[src/rtl/riscv_fetch_queue_if.sv]
// Fetch-queue bus: redirect, icache request/response and decode handshake.
// The master modport is the fetch queue; the slave side is its environment.
interface riscv_fetch_queue_if #(
  parameter int XLEN  = 32,
  parameter int DEPTH = 4
);
  localparam int LW = $clog2(DEPTH + 1);

  logic            redirect_valid;
  logic [XLEN-1:0] redirect_pc;
  logic            icache_addr_valid;
  logic [XLEN-1:0] icache_addr;
  logic            icache_data_ready;
  logic [XLEN-1:0] icache_data;
  logic            out_valid;
  logic            out_ready;
  logic [XLEN-1:0] out_pc;
  logic [XLEN-1:0] out_instr;
  logic            out_fault;
  logic [LW-1:0]   level;

  modport master (
    input  redirect_valid, redirect_pc, icache_data_ready, icache_data, out_ready,
    output icache_addr_valid, icache_addr, out_valid, out_pc, out_instr, out_fault, level
  );

  modport slave (
    output redirect_valid, redirect_pc, icache_data_ready, icache_data, out_ready,
    input  icache_addr_valid, icache_addr, out_valid, out_pc, out_instr, out_fault, level
  );
endinterface

[src/rtl/riscv_fetch_queue.sv]
// Instruction prefetch queue: sequential fetch into a DEPTH-entry FIFO with redirect flush.
// Optional zero-latency bypass of an empty queue under macro RISCV_FETCHQ_BYPASS_EN.
module riscv_fetch_queue #(
  parameter int              XLEN      = 32,
  parameter int              DEPTH     = 4,
  parameter logic [XLEN-1:0] RESET_PC  = '0,
  parameter logic [XLEN-1:0] NOP_INSTR = XLEN'(32'h13)
) (
  input  logic                 clk,
  input  logic                 rst,
  riscv_fetch_queue_if.master  bus
);
  localparam int PW = $clog2(DEPTH);
  localparam int LW = $clog2(DEPTH + 1);

  localparam logic [0:0] ST_RUN  = 1'b0;
  localparam logic [0:0] ST_HALT = 1'b1;

  logic [0:0]      state_q, state_d;
  logic [XLEN-1:0] fetch_pc_q, fetch_pc_d;
  logic [PW-1:0]   rd_ptr_q, rd_ptr_d;
  logic [PW-1:0]   wr_ptr_q, wr_ptr_d;
  logic [LW-1:0]   level_q, level_d;

  logic [XLEN-1:0] mem_pc_q    [DEPTH];
  logic [XLEN-1:0] mem_instr_q [DEPTH];
  logic            mem_fault_q [DEPTH];

  logic            full, aligned, addr_valid, accept, fifo_valid, bypass, push, pop;
  logic [XLEN-1:0] addr;
  logic            wr_en, wr_fault;
  logic [PW-1:0]   wr_idx;
  logic [XLEN-1:0] wr_pc, wr_instr;

  always_comb begin
    full    = (level_q == LW'(DEPTH));
    aligned = (bus.redirect_pc[1:0] == 2'b00);
    addr    = bus.redirect_valid ? bus.redirect_pc : fetch_pc_q;
    if (bus.redirect_valid) addr_valid = aligned;
    else                    addr_valid = (state_q == ST_RUN) && !full;
    accept     = addr_valid && bus.icache_data_ready;
    fifo_valid = (level_q != '0);
`ifdef RISCV_FETCHQ_BYPASS_EN
    bypass = !fifo_valid && !bus.redirect_valid && accept;
`else
    bypass = 1'b0;
`endif
    pop  = fifo_valid && bus.out_ready;
    push = accept && !(bypass && bus.out_ready);
  end

  assign bus.icache_addr_valid = addr_valid;
  assign bus.icache_addr       = addr;
  assign bus.level             = level_q;

  // Head fields are forced to zero when nothing is valid, so reset and empty look identical.
  always_comb begin
    bus.out_valid = fifo_valid || bypass;
    bus.out_pc    = '0;
    bus.out_instr = '0;
    bus.out_fault = 1'b0;
    if (bypass) begin
      bus.out_pc    = addr;
      bus.out_instr = bus.icache_data;
    end else if (fifo_valid) begin
      bus.out_pc    = mem_pc_q[rd_ptr_q];
      bus.out_instr = mem_instr_q[rd_ptr_q];
      bus.out_fault = mem_fault_q[rd_ptr_q];
    end
  end

  always_comb begin
    state_d    = state_q;
    fetch_pc_d = fetch_pc_q;
    rd_ptr_d   = rd_ptr_q;
    wr_ptr_d   = wr_ptr_q;
    level_d    = level_q;
    wr_en      = 1'b0;
    wr_idx     = wr_ptr_q;
    wr_pc      = addr;
    wr_instr   = bus.icache_data;
    wr_fault   = 1'b0;
    if (bus.redirect_valid) begin
      // Flush restarts both pointers at zero; any same-cycle write lands in slot 0.
      rd_ptr_d = '0;
      wr_ptr_d = '0;
      level_d  = '0;
      wr_idx   = '0;
      if (aligned) begin
        state_d    = ST_RUN;
        fetch_pc_d = accept ? addr + XLEN'(4) : bus.redirect_pc;
        if (accept) begin
          wr_en    = 1'b1;
          wr_ptr_d = PW'(1);
          level_d  = LW'(1);
        end
      end else begin
        state_d  = ST_HALT;
        wr_en    = 1'b1;
        wr_pc    = bus.redirect_pc;
        wr_instr = NOP_INSTR;
        wr_fault = 1'b1;
        wr_ptr_d = PW'(1);
        level_d  = LW'(1);
      end
    end else begin
      if (accept) fetch_pc_d = addr + XLEN'(4);
      if (push) begin
        wr_en    = 1'b1;
        wr_ptr_d = wr_ptr_q + PW'(1);
      end
      if (pop) rd_ptr_d = rd_ptr_q + PW'(1);
      if (push && !pop)      level_d = level_q + LW'(1);
      else if (pop && !push) level_d = level_q - LW'(1);
    end
  end

  always_ff @(posedge clk or posedge rst) begin
    if (rst) begin
      state_q    <= ST_RUN;
      fetch_pc_q <= RESET_PC;
      rd_ptr_q   <= '0;
      wr_ptr_q   <= '0;
      level_q    <= '0;
    end else begin
      state_q    <= state_d;
      fetch_pc_q <= fetch_pc_d;
      rd_ptr_q   <= rd_ptr_d;
      wr_ptr_q   <= wr_ptr_d;
      level_q    <= level_d;
    end
  end

  always_ff @(posedge clk) begin
    if (wr_en) begin
      mem_pc_q[wr_idx]    <= wr_pc;
      mem_instr_q[wr_idx] <= wr_instr;
      mem_fault_q[wr_idx] <= wr_fault;
    end
  end
endmodule
[src/flat_wrapper.sv]
// flat-port wrapper written by rule: the top's interface ports become plain ports
module riscv_fetch_queue_flat 
#(
  parameter int              XLEN      = 32,
  parameter int              DEPTH     = 4,
  parameter logic [XLEN-1:0] RESET_PC  = '0,
  parameter logic [XLEN-1:0] NOP_INSTR = XLEN'(32'h13)
)
  (clk, rst, bus_redirect_valid, bus_redirect_pc, bus_icache_data_ready, bus_icache_data, bus_out_ready, bus_icache_addr_valid, bus_icache_addr, bus_out_valid, bus_out_pc, bus_out_instr, bus_out_fault, bus_level);
  riscv_fetch_queue_if #(.XLEN(XLEN), .DEPTH(DEPTH)) bus_i ();
  input  logic clk;
  input  logic rst;
  input wire logic [$bits(bus_i.redirect_valid)-1:0] bus_redirect_valid;
  input wire logic [$bits(bus_i.redirect_pc)-1:0] bus_redirect_pc;
  input wire logic [$bits(bus_i.icache_data_ready)-1:0] bus_icache_data_ready;
  input wire logic [$bits(bus_i.icache_data)-1:0] bus_icache_data;
  input wire logic [$bits(bus_i.out_ready)-1:0] bus_out_ready;
  output wire logic [$bits(bus_i.icache_addr_valid)-1:0] bus_icache_addr_valid;
  output wire logic [$bits(bus_i.icache_addr)-1:0] bus_icache_addr;
  output wire logic [$bits(bus_i.out_valid)-1:0] bus_out_valid;
  output wire logic [$bits(bus_i.out_pc)-1:0] bus_out_pc;
  output wire logic [$bits(bus_i.out_instr)-1:0] bus_out_instr;
  output wire logic [$bits(bus_i.out_fault)-1:0] bus_out_fault;
  output wire logic [$bits(bus_i.level)-1:0] bus_level;
  assign bus_i.redirect_valid = bus_redirect_valid;
  assign bus_i.redirect_pc = bus_redirect_pc;
  assign bus_i.icache_data_ready = bus_icache_data_ready;
  assign bus_i.icache_data = bus_icache_data;
  assign bus_i.out_ready = bus_out_ready;
  assign bus_icache_addr_valid = bus_i.icache_addr_valid;
  assign bus_icache_addr = bus_i.icache_addr;
  assign bus_out_valid = bus_i.out_valid;
  assign bus_out_pc = bus_i.out_pc;
  assign bus_out_instr = bus_i.out_instr;
  assign bus_out_fault = bus_i.out_fault;
  assign bus_level = bus_i.level;
  riscv_fetch_queue #(.XLEN(XLEN), .DEPTH(DEPTH), .RESET_PC(RESET_PC), .NOP_INSTR(NOP_INSTR)) u_core (.clk(clk), .rst(rst), .bus(bus_i));
endmodule
[config.mk]
export PLATFORM = sky130hd
export DESIGN_NAME = riscv_fetch_queue_flat
export DESIGN_NICKNAME = d
export VERILOG_FILES = /design/src/rtl/riscv_fetch_queue_if.sv /design/src/rtl/riscv_fetch_queue.sv /design/src/flat_wrapper.sv
export SDC_FILE = /design/constraint.sdc
export NUM_CORES = 1
export LEC_CHECK = 0
export CORE_MARGIN = 5
export CORE_UTILIZATION = 56
export DETAILED_ROUTE_END_ITERATION = 7
export GPL_ROUTABILITY_DRIVEN = 0
export PLACE_DENSITY = 0.92
export SKIP_CTS_REPAIR_TIMING = 1
export SLEW_MARGIN = 20
export SYNTH_ARGS = -nofsm -noshare
export SYNTH_HDL_FRONTEND = slang
export SYNTH_SLANG_ARGS = --single-unit
[constraint.sdc]
create_clock -name clk -period 8.24 [get_ports clk]
set_input_delay 2.06 -clock clk [delete_from_list [all_inputs] [get_ports clk]]
set_output_delay 2.06 -clock clk [all_outputs]
set_load 0.01 [all_outputs]
After elaboration in Yosys (flattened, before gate mapping)

Memories as Yosys holds them, arrays and structs flattened.
Cells that the tools add are included.

Input bits: 69
Output and inout port bits: 102
Memory bits (writable): 260
Word-level logic and storage cells: 62
Memories kept: 3
Register bits after elaboration: 40

Memory list:

| name               | depth | width | read ports | clocked after memory_dff | write ports | line                    | text |
|---|---|---|---|---|---|---|---|
| u_core.mem_instr_q | 4     | 32    | 1          | 0                        | 1           | riscv_fetch_queue.sv:26 | `logic [XLEN-1:0] mem_instr_q [DEPTH];` |
| u_core.mem_pc_q    | 4     | 32    | 1          | 0                        | 1           | riscv_fetch_queue.sv:25 | `logic [XLEN-1:0] mem_pc_q [DEPTH];` |
| u_core.mem_fault_q | 4     | 1     | 1          | 0                        | 1           | riscv_fetch_queue.sv:27 | `logic mem_fault_q [DEPTH];` |

Add/subtract/negate cells: 5
Eq/ne operators: 2
Multiplexer cells: 32
Reduce and logical (&&, ||, !) cells: 14
Bitwise gates (word level): 1

Operators by type and width:

| operator              | count |
|---|---|
| $mux 32               | 11 |
| $add 32x3->32 const B | 1 |
| $mux 1                | 13 |
| $mux 2                | 5 |
| $mux 3                | 3 |
| $reduce_bool 3->1     | 2 |
| $logic_and 1x1->1     | 5 |
| $add 2x1->2 const B   | 2 |
| $reduce_bool 2->1     | 2 |
| $add 3x1->3 const B   | 1 |
| $eq 3x3->1 const B    | 1 |
| $logic_not 1->1       | 3 |
| $sub 3x1->3 const B   | 1 |
| $logic_not 2->1       | 1 |
| $ne 2x1->1 const B    | 1 |
| $reduce_and 2->1      | 1 |
| $not 1->1             | 1 |

Longest topological paths before layout

Word-level depth: 10
Depth in mapped cells: 14

Worst setup path after synthesis

No wires, ideal clock.

Path kind: input port to flip-flop
From: input bus_redirect_valid
To: memory u_core.mem_fault_q[2] (enable)
Data arrival time: 7,568 ps
Path slack: 90 ps
Stages on the path: 5
Data required time: 7,658 ps
Library setup time: 582 ps
Path through: buf_6 -> buf_6 -> nor2_1 -> nand3_1 -> nor3b_1

Word-level cells in the longest chain between the ends: 7
Elaborated cells on any way between the ends: 8

RTL lines:

| what                         | line                                              | text |
|---|---|---|
| from (decl)                  | flat_wrapper.sv:13                                | `input wire logic [$bits(bus_i.redirect_valid)-1:0] bus_redirect_valid;` |
| $mux 1                       | riscv_fetch_queue.sv:39                           | `if (bus.redirect_valid) addr_valid = aligned;` |
| $logic_and 1x1->1            | riscv_fetch_queue.sv:41                           | `accept = addr_valid && bus.icache_data_ready;` |
| $mux 1                       | riscv_fetch_queue.sv:92, riscv_fetch_queue.sv:108 |  |
| $mux 1                       | riscv_fetch_queue.sv:89                           | `if (aligned) begin` |
| $mux 1                       | riscv_fetch_queue.sv:83                           | `if (bus.redirect_valid) begin` |
| $mux 1                       | riscv_fetch_queue.sv:135                          | `if (wr_en) begin` |
| $mux 1 (not written as such) | riscv_fetch_queue.sv:138                          | `mem_fault_q[wr_idx] <= wr_fault;` |
| to (decl)                    | riscv_fetch_queue.sv:27                           |  |

Parallel ways exist; a longest one is shown, timed or not.

Worst setup path in the final report

From: input bus_redirect_valid
To: output bus_icache_addr[14]

Word-level cells in the longest chain between the ends: 1

RTL lines:

| what      | line                    | text |
|---|---|---|
| $mux 32   | riscv_fetch_queue.sv:38 | `addr = bus.redirect_valid ? bus.redirect_pc : fetch_pc_q;` |
| to (decl) | flat_wrapper.sv:19      | `output wire logic [$bits(bus_i.icache_addr)-1:0] bus_icache_addr;` |

No other way between the ends.

==> summary.txt <==
STA
  • Min cycle time layout: 6550 ps
  • Least-Margin Pin Slew: 1080 ps
  • Endpoints failing setup: 0
  • Slew headroom: 28.0%
  • Final Skew: 8.09 ps
  • Slew Viols, Final: 0
  • Endpoints failing hold: 0
  • FMAX: 153 MHz
  • Setup TNS: 0 ps
  • RSZ-0062 raised after global routing: no
  • Final period util: 79.4%

Global route
  • Vias in the first global route: 8855
  • Initial antenna violation count: 2
  • First-pass GRT wire length: 51000 µm
  • Overall Global Routing Usage: 23.2%
  • Largest net degree at the start of global routing: 67
  • Gr ovfl total: 0

Setup path
  • CP Data Required Time: 6180 ps
  • Setup crit start kind: input pin
  • Worst Path Arrival: 4490 ps
  • Crit Path Category: input pin to output port
  • Crit path max fanout: 40
  • Critical path endpoint category: output port

Power and ir drop
  • Combinational fraction of design power: 20.7%
  • Cell internal pwr: 2880 µW
  • Reg power frac: 47.5%
  • Sw Share: 25.7%
  • Total power: 3880 µW
  • Peak VDD IR: 180 µV
  • Clk pwr share: 31.8%
  • Pwr Density: 235 nW/µm²
  • NetSw: 998 µW
  • Leakage: 0.00551 µW

Synth
  • Top post-synthesis cells by area: edfxtp_1 (57%), mux4_2 (11%), dfrtp_1 (7.3%)
  • Post-synth EDFFs: 260
  • Post-synth net total: 984
  • Post-Synth Adder-Cell Area: 0.239%
  • Simple-gate area share of the yosys netlist: 12.1%
  • Mux contribution to synthesized area: 13.1%
  • Post-synth cell types: 70
  • Most used DFF post-synth: edfxtp_1
  • Yosys top cell area share: 57.3%
  • Syn avg cell area: 14.9 µm²
  • Sequential area share after synthesis: 64.6%
  • Post-synthesis register bit count: 300
  • Post-synth top cells: edfxtp_1 (260), and2_1 (97), mux4_2 (65)
  • Area fraction in compound gates after synthesis: 6.19%
  • Cells after synthesis: 913
  • Leading area contributor after synthesis: edfxtp_1
  • Mapped Area: 13600 µm²
  • Synth Warn #: 0
  • Top-count cell post-synth: edfxtp_1
  • Largest family of logic cells by synthesized area: multiplexers
  • Async S/R FF share, synth: 13.3%
  • Synth Area in XOR/XNOR: 1.35%

Clock tree
  • Total CTS buffers: 29
  • H-tree lvl count: 1
  • Clk sink count: 300
  • CTS Root Cell: clkbuf_16
  • Clock transition at the registers of the reported paths: 60 ps
  • Worst-Skew Late Latency: 550 ps
  • Deepest clock path buffer count: 3
  • CTS tree: done

Finish
  • Antenna diodes: 0
  • Share of cells above drive strength 1: 15.1%
  • Post-route core utilization: 68.2%
  • Final #Nets: 1142
  • Area Overhead vs Synth: 21.1%

Route
  • Highest Signal Layer: met5
  • Detailed Route WL: 32300 µm
  • Initial DRC count: 835
  • # DRC: 0
  • Antenna viol nets, final: 0
  • DRT met1 WL: 12400 µm
  • Vias: 8632
  • Via density: 6.10
  • Drt wl/cell: 22.8 µm
  • Met2 wire length: 16200 µm
  • Drt pass-1 iters: 6
  • Met3 Routed Length: 2830 µm

Floorplan
  • Row count: 57
  • Die area: 27600 µm²
  • Area of the core: 24200 µm²
  • Die width: 166 µm
  • Die H: 166 µm
  • Ports: 171
  • Starting density of the core: 56.4%

Hold path
  • Hold Path Class: flop to flop

Outcome
  • Status: finished, final reports clean

Placement
  • Detailed Place HPWL: 20300 µm
  • Port buffer count: 170

Job
  • Max-cap viol count: 0
-- per-stage QoR --
stage | hold WS (ps) | worst slack, ps | area (µm²) | std cells
2_1_floorplan | 477 | 90.5 | 13600 | 913
3_3_place_gp | 492 | 1820 | 15600 | 1364
3_5_place_dp | 510 | 1750 | 15600 | 1364
4_1_cts | 524 | 1720 | 16500 | 1416
5_1_grt | 547 | 1510 | 16500 | 1416
6_report | 525 | 1690 | 16500 | 1416
-- kinds of logic after synthesis --
kind of cell / Yosys count
AO/OA/AOI/OAI: 121
XOR/XNOR: 21
adder cells (fa/ha/maj): 2
buffers and inverters: 73
flip-flops: 300
multiplexers: 95
AND/OR/NAND/NOR: 301
-- worst paths after layout --
kind | from | endpoint | slack [ps] | cells after the start
min in group asynchronous | rst | u_core.bus.level[1] | 2000 | 3
max in group asynchronous | rst | u_core.rd_ptr_q[0] | 5810 | 3
min reg2reg | u_core.fetch_pc_q[19] | u_core.fetch_pc_q[19] | 520 | 2
max reg2reg | u_core.fetch_pc_q[2] | u_core.fetch_pc_q[28] | 5030 | 8
max | bus_redirect_valid | bus_icache_addr[14] | 1690 | 6
min | u_core.fetch_pc_q[19] | u_core.fetch_pc_q[19] | 520 | 2
-- worst max-delay path: stages --
cell	delay [ps]
buf_2	580
buf_4	470
buf_4	400
nand2_1	90
o21ai_0	220
clkdlybuf4s50_1	640
-- cell usage in the layout, fill, tap and decap left out, drive strengths merged, types with 4 or more instances in the layout --
master,n
clkdlybuf4s50,169
nand3b,10
or3,8
inv,15
mux2i,8
clkinv,11
nor4,5
buf,17
xor2,9
and2,97
a211oi,8
nand2,60
o21ai,25
and3,5
a21oi,27
mux2,22
a21boi,4
nand2b,6
edfxtp,260
nand3,22
o31ai,5
nor2,49
xnor2,12
nand4,12
nor4b,4
nor3,9
o22ai,10
a31oi,6
dfrtp,40
clkbuf,39
mux4,65
a221oi,4
-- power by group through the flow --
stage / Clock [µW] / Combinational, µW / Sequential (µW)
3_5_place_dp: 0 / 807 / 1870
5_1_grt: 1330 / 863 / 1850
3_3_place_gp: 0 / 787 / 1870
4_1_cts: 1260 / 810 / 1840
6_report: 1240 / 802 / 1840
2_1_floorplan: 0 / 471 / 1820
-- state kept, by name (all words and copies together), names as in the netlist --
register	flops
u_core.bus.level	3
u_core.fetch_pc_q	32
u_core.mem_fault_q	4
u_core.mem_instr_q	128
u_core.mem_pc_q	128
u_core.rd_ptr_q	2
u_core.state_q	1
u_core.wr_ptr_q	2
-- metal layers --
metal / global-route usage [%] / vias up
met5: 0 / -
met4: 5.88 / 4
met3: 4.95 / 77
met2: 38.3 / 440
met1: 32.0 / 4279
li1: - / 3832
-- area by class of cell --
class,count,area (µm²)
multi-input combinational,540,4530
tap,324,405
sequential,300,8820
fill,1612,7680
clock buffer,39,773
clock inverter,13,101
timing repair buffer,186,1820
inverter,14,52.6
Power figures use the tool's default switching activity.
